### config.mk
export PLATFORM = sky130hd
export DESIGN_NAME = vga_timing_gen
export DESIGN_NICKNAME = d
export VERILOG_FILES = /design/src/rtl/vga_timing_pkg.sv /design/src/rtl/vga_axis_counter.sv /design/src/rtl/vga_timing_gen.sv
export SDC_FILE = /design/constraint.sdc
export NUM_CORES = 1
export LEC_CHECK = 0
export ABC_AREA = 1
export BUFFER_PORTS_ARGS = -buffer_cell sky130_fd_sc_hd__buf_2
export CAP_MARGIN = 10
export CORE_MARGIN = 2
export CORE_UTILIZATION = 54
export CTS_CLUSTER_SIZE = 12
export DETAILED_ROUTE_END_ITERATION = 8
export GPL_ROUTABILITY_DRIVEN = 0
export PLACE_DENSITY_LB_ADDON = 0.2
export SLEW_MARGIN = 20
export SYNTH_ARGS = -nofsm -noshare
export SYNTH_HDL_FRONTEND = slang
export SYNTH_SLANG_ARGS = --single-unit
### constraint.sdc
create_clock -name clk -period 1.7 [get_ports clk]
set_input_delay 0.34 -clock clk [delete_from_list [all_inputs] [get_ports clk]]
set_output_delay 0.34 -clock clk [all_outputs]
set_load 0.05 [all_outputs]
### src/rtl/vga_timing_pkg.sv
// Shared constants and types for the 640x480 raster timing generator.
package vga_timing_pkg;

    localparam int unsigned DEF_H_ACTIVE = 640;
    localparam int unsigned DEF_H_FRONT  = 16;
    localparam int unsigned DEF_H_SYNC   = 96;
    localparam int unsigned DEF_H_BACK   = 48;
    localparam int unsigned DEF_V_ACTIVE = 480;
    localparam int unsigned DEF_V_FRONT  = 10;
    localparam int unsigned DEF_V_SYNC   = 2;
    localparam int unsigned DEF_V_BACK   = 33;
    localparam int unsigned DEF_CLK_DIV  = 2;

    localparam int unsigned DEF_H_TOTAL = DEF_H_ACTIVE + DEF_H_FRONT + DEF_H_SYNC + DEF_H_BACK;
    localparam int unsigned DEF_V_TOTAL = DEF_V_ACTIVE + DEF_V_FRONT + DEF_V_SYNC + DEF_V_BACK;

    typedef enum logic [1:0] {
        ST_ACTIVE,
        ST_FRONT,
        ST_SYNC,
        ST_BACK
    } axis_state_t;

endpackage

### src/rtl/vga_axis_counter.sv
// One raster axis: position counter plus ACTIVE/FRONT/SYNC/BACK segment FSM.
module vga_axis_counter
    import vga_timing_pkg::*;
#(
    parameter int unsigned ACTIVE_LEN = DEF_H_ACTIVE,
    parameter int unsigned FRONT_LEN  = DEF_H_FRONT,
    parameter int unsigned SYNC_LEN   = DEF_H_SYNC,
    parameter int unsigned BACK_LEN   = DEF_H_BACK,
    parameter int unsigned WIDTH      = 10
) (
    input  logic             clk,
    input  logic             reset,
    input  logic             step,
    output logic [WIDTH-1:0] pos,
    output axis_state_t      state,
    output axis_state_t      next_state,
    output logic             wrap
);

    localparam int unsigned      TOTAL    = ACTIVE_LEN + FRONT_LEN + SYNC_LEN + BACK_LEN;
    localparam logic [WIDTH-1:0] POS_LAST = WIDTH'(TOTAL - 1);

    logic [WIDTH-1:0] seg_cnt;
    logic [WIDTH-1:0] seg_cnt_nxt;
    logic [WIDTH-1:0] seg_last;
    logic [WIDTH-1:0] pos_nxt;

    always_comb begin
        seg_last = WIDTH'(BACK_LEN - 1);
        case (state)
            ST_ACTIVE: seg_last = WIDTH'(ACTIVE_LEN - 1);
            ST_FRONT:  seg_last = WIDTH'(FRONT_LEN - 1);
            ST_SYNC:   seg_last = WIDTH'(SYNC_LEN - 1);
            ST_BACK:   seg_last = WIDTH'(BACK_LEN - 1);
            default:   seg_last = WIDTH'(BACK_LEN - 1);
        endcase
    end

    always_comb begin
        wrap        = step && (pos == POS_LAST);
        pos_nxt     = pos;
        seg_cnt_nxt = seg_cnt;
        next_state  = state;
        if (step) begin
            pos_nxt = wrap ? '0 : pos + 1'b1;
            if (seg_cnt == seg_last) begin
                seg_cnt_nxt = '0;
                case (state)
                    ST_ACTIVE: next_state = ST_FRONT;
                    ST_FRONT:  next_state = ST_SYNC;
                    ST_SYNC:   next_state = ST_BACK;
                    default:   next_state = ST_ACTIVE;
                endcase
            end else begin
                seg_cnt_nxt = seg_cnt + 1'b1;
            end
        end
    end

    // Reset parks on the last back-porch position so the first step lands on 0.
    always_ff @(posedge clk or posedge reset) begin
        if (reset) begin
            pos     <= POS_LAST;
            state   <= ST_BACK;
            seg_cnt <= WIDTH'(BACK_LEN - 1);
        end else begin
            pos     <= pos_nxt;
            state   <= next_state;
            seg_cnt <= seg_cnt_nxt;
        end
    end

endmodule

### src/rtl/vga_timing_gen.sv
// Raster timing generator: pixel-rate divider, two axis counters and
// registered sync/blank/pulse outputs that always describe the same pixel.
module vga_timing_gen
    import vga_timing_pkg::*;
#(
    parameter int unsigned H_ACTIVE    = DEF_H_ACTIVE,
    parameter int unsigned H_FRONT     = DEF_H_FRONT,
    parameter int unsigned H_SYNC      = DEF_H_SYNC,
    parameter int unsigned H_BACK      = DEF_H_BACK,
    parameter int unsigned V_ACTIVE    = DEF_V_ACTIVE,
    parameter int unsigned V_FRONT     = DEF_V_FRONT,
    parameter int unsigned V_SYNC      = DEF_V_SYNC,
    parameter int unsigned V_BACK      = DEF_V_BACK,
    parameter int unsigned CLK_DIV     = DEF_CLK_DIV,
    parameter logic        HSYNC_POL   = 1'b0,
    parameter logic        VSYNC_POL   = 1'b0,
    parameter int unsigned X_BIT_WIDTH = 10,
    parameter int unsigned Y_BIT_WIDTH = 10
) (
    input  logic                   clk,
    input  logic                   reset,
    output logic                   pixel_tick,
    output logic [X_BIT_WIDTH-1:0] x,
    output logic [Y_BIT_WIDTH-1:0] y,
    output logic                   video_on,
    output logic                   hsync,
    output logic                   vsync,
    output logic                   line_start,
    output logic                   frame_start,
    output logic                   vblank_start
);

    localparam int unsigned      DIV_W    = (CLK_DIV > 1) ? $clog2(CLK_DIV) : 1;
    localparam logic [DIV_W-1:0] DIV_LAST = DIV_W'(CLK_DIV - 1);

    logic [DIV_W-1:0] div_cnt;
    logic             advance;
    logic             h_wrap;
    logic             v_wrap;
    axis_state_t      h_state;
    axis_state_t      h_next;
    axis_state_t      v_state;
    axis_state_t      v_next;

    assign advance = (div_cnt == DIV_LAST);

    vga_axis_counter #(
        .ACTIVE_LEN (H_ACTIVE),
        .FRONT_LEN  (H_FRONT),
        .SYNC_LEN   (H_SYNC),
        .BACK_LEN   (H_BACK),
        .WIDTH      (X_BIT_WIDTH)
    ) u_h_axis (
        .clk        (clk),
        .reset      (reset),
        .step       (advance),
        .pos        (x),
        .state      (h_state),
        .next_state (h_next),
        .wrap       (h_wrap)
    );

    vga_axis_counter #(
        .ACTIVE_LEN (V_ACTIVE),
        .FRONT_LEN  (V_FRONT),
        .SYNC_LEN   (V_SYNC),
        .BACK_LEN   (V_BACK),
        .WIDTH      (Y_BIT_WIDTH)
    ) u_v_axis (
        .clk        (clk),
        .reset      (reset),
        .step       (h_wrap),
        .pos        (y),
        .state      (v_state),
        .next_state (v_next),
        .wrap       (v_wrap)
    );

    // Levels are decoded from the axis next-states so they register on the
    // same edge as the new x/y and stay coherent with them.
    always_ff @(posedge clk or posedge reset) begin
        if (reset) begin
            div_cnt      <= '0;
            pixel_tick   <= 1'b0;
            line_start   <= 1'b0;
            frame_start  <= 1'b0;
            vblank_start <= 1'b0;
            video_on     <= 1'b0;
            hsync        <= ~HSYNC_POL;
            vsync        <= ~VSYNC_POL;
        end else begin
            div_cnt      <= advance ? '0 : div_cnt + 1'b1;
            pixel_tick   <= advance;
            line_start   <= advance && (h_state == ST_BACK) && (h_next == ST_ACTIVE);
            frame_start  <= v_wrap;
            vblank_start <= h_wrap && (v_state == ST_ACTIVE) && (v_next == ST_FRONT);
            if (advance) begin
                video_on <= (h_next == ST_ACTIVE) && (v_next == ST_ACTIVE);
                hsync    <= (h_next == ST_SYNC) ? HSYNC_POL : ~HSYNC_POL;
                vsync    <= (v_next == ST_SYNC) ? VSYNC_POL : ~VSYNC_POL;
            end
        end
    end

endmodule

==> reports/results.ini <==
[status]
status=complete, but fails checks
failed_checks=negative setup slack

[critical_path]
cp_num_buf_inv=1
crit_chain=ha_4 > nand2_2 > nand3b_1 > nor2_4 > buf_4 > nand3_4 > o21ai_1 > o211a_1
path_class=flop to flop
slowest_delay_ns=0.64
r2r_cells=8
worstSetupEndpointType=flop
required_ns=1.96
cp_top_family=flip-flops
worstPathArrival_ns=2.20
slowest_stage=dfstp_4
startpoint_type=flop
cp.depth=8
critPathMaxFanout=5

[die]
die_h_um=79.5
ios=29
die_w_um=79.5
num_rows=27
start_util_pct=55.9
dieArea_um2=6320
core_um2=5510

[layout]
diodes=0
final_util_pct=79.9
drive_gt1_share_pct=45.1
multi_input_area_um2=1870
design_area_um2=4400
regArea_um2=1340
fill_cells=341
area_delta_synth_final_pct=42.9
final_nets=515

[power]
power_mw=2.30
pwr_density_cell_nw_per_um2=522
ir_worst_vdd_v=0.000566
leakage_nw=2.13

[synthesis]
yosys-top-cells-area=dfrtp_1 24%, dfstp_2 19%, nand2_1 10%
avgSynthCellArea_um2=7.69
synth_top_area_share_pct=24.4
synth-seq-cells=52
syn_area_um2=3080
synthFlopType=dfrtp_1
yosysUniqueCellTypes=33
synthCells=400
synth_warnings=0
synth_nets=415
ys_async_sr_fraction_pct=100
synth_edf_count=0
yosysSeqAreaShare_pct=43.2
synth_top_area_cell=dfrtp_1

[global_route]
groute.usage.overall_pct=25.3
grt_pass1_wl_mm=12.7
antenna_found_initial=0
overflow=0
grt_max_degree=53
first_global_vias=2866

[clocking]
clkLatencyLatePin_ns=0.32
cts_buffers=5
clock_tree.htree_level_count=2
hold_buffers=0
cts_sinks=52
clk_path_buf_depth=2
path_clk_slew_ns=0.11
cts_tree=yes
cts.root.buffer_cell=clkbuf_8

[timing]
rsz0062_at_grt=true
clock_skew_ns=0.0131
max_slew.worst_pin.slew_ns=0.307
setup_viol=28
fin_crit_ns=1.95
finalCritPeriodShare_pct=115
slew-limit-headroom_pct=79.4
timing.fmax_ghz=0.513
worst_slack_ns=-0.248
hold_viol_final=0
slew_viol_final=0
hold-worst-slack_ns=0.0526

[placed_design]
placed_area_um2=3740
dp_hpwl_mm=5.31
io_buffers=28

[route]
vias_per_cell=5.44
wirelength_mm=8.66
drt-pass1-iter-count=4
drtIter0Drc=188
num_vias=3116
drcViolationCount=0
routedWlPerCell_um=15.1
antenna_left=0

[min_path]
hold_class=input pin to asynchronous set/reset pin

[job]
maxCapViolations=0

==> state kept, by name, summed over array words and instances (netlist names), 2 cells and up <==
name and cells:
u_h_axis.pos 10, u_h_axis.seg_cnt 10, u_v_axis.pos 10, u_h_axis.state 2
u_v_axis.seg_cnt 10, u_v_axis.state 2
==> power breakdown <==
part	internal [mW]	switching (mW)
Clock	0.589	0.437
Combinational	0.00596	0.0247
Sequential	1.24	0
==> logic make-up (layout without fill, tap and decap cells) <==
group           count (synthesis)  after routing  synth area share, %
xor+xnor                       13             13                 3.70
simple gates                  213            213                 32.0
flops                          52             52                 43.2
compound gates                 40             40                 6.99
fa+ha+maj                      13             13                 5.28
buf+inv                        69            170                 8.90
==> cells in the mapped netlist, types with 11 or more instances <==
library cell and n:
nand2_1 84, inv_1 60, nor2_1 47, nand3_1 33, dfrtp_1 30, dfstp_2 22, o21ai_0 18, nand4_1 17
a21oi_1 15, ha_1 13, nor3_1 13, xor2_1 11
==> worst register-to-register path: stages (launching register included) <==
cell and delay (ns):
dfstp_4 0.64, ha_4 0.13, nand2_2 0.05, nand3b_1 0.22, nor2_4 0.19, buf_4 0.17, nand3_4 0.09, o21ai_1 0.21
o211a_1 0.18
==> cell usage in the layout (no fill, tap or decap), drive strengths merged, types with 14 or more instances in the layout <==
cell type / netlist / routed
inv: 62 / 62
dfstp: 22 / 22
nor3: 14 / 14
nand4: 17 / 17
o21ai: 19 / 19
a21oi: 15 / 15
nand3: 35 / 35
nand2: 87 / 87
dfrtp: 30 / 30
nor2: 49 / 49
buf: 5 / 99
==> layer usage <==
layer	part of all wire, %	GRT usage (%)
met2	52	41.0
met5	0	0
met3	4.0	4.30
met1	42	34.0
met4	2.4	9.14
==> final cells by class <==
class	instances	share of cell area, %
sequential	52	30.4
inverter	62	5.46
clock inverter	2	1.37
multi-input combinational	279	42.6
tap	72	2.05
clock buffer	6	1.65
timing repair buffer	100	16.5
==> timing repair <==
action / in CTS / in global routing
resized for setup: 37 / 82
buffers inserted: 10 / 8
pin swaps: 12 / 34
endpoints found under the setup margin: 34 / 44
==> per-stage QoR <==
| stage | setup WS [ns] | instances | setup TNS, ns |
|---|---|---|---|
| 6_report | -0.248 | 573 | -2.75 |
| 5_1_grt | -0.357 | 573 | -5.83 |
| 4_1_cts | -0.215 | 565 | -1.56 |
| 3_5_place_dp | -0.225 | 548 | -2.67 |
| 3_3_place_gp | -0.147 | 548 | -1.57 |
| 2_1_floorplan | -0.162 | 400 | -1.47 |
==> final timing paths <==
check                                                       end                        start  slack, ns
worst max-delay path            u_v_axis.seg_cnt[6]$_DFFE_PP0N_  u_h_axis.pos[0]$_DFFE_PP1P_      -0.25
worst min-delay path                u_v_axis.pos[5]$_DFFE_PP0N_                        reset       0.05
worst max register to register  u_v_axis.seg_cnt[6]$_DFFE_PP0N_  u_h_axis.pos[0]$_DFFE_PP1P_      -0.25
worst min register to register                vsync$_DFFE_PP1P_            vsync$_DFFE_PP1P_       0.49
max in group asynchronous                     hsync$_DFFE_PP1P_                        reset       1.36
min in group clk                              vsync$_DFFE_PP1P_            vsync$_DFFE_PP1P_       0.49
No activity file was read; power rests on OpenSTA's default activity.
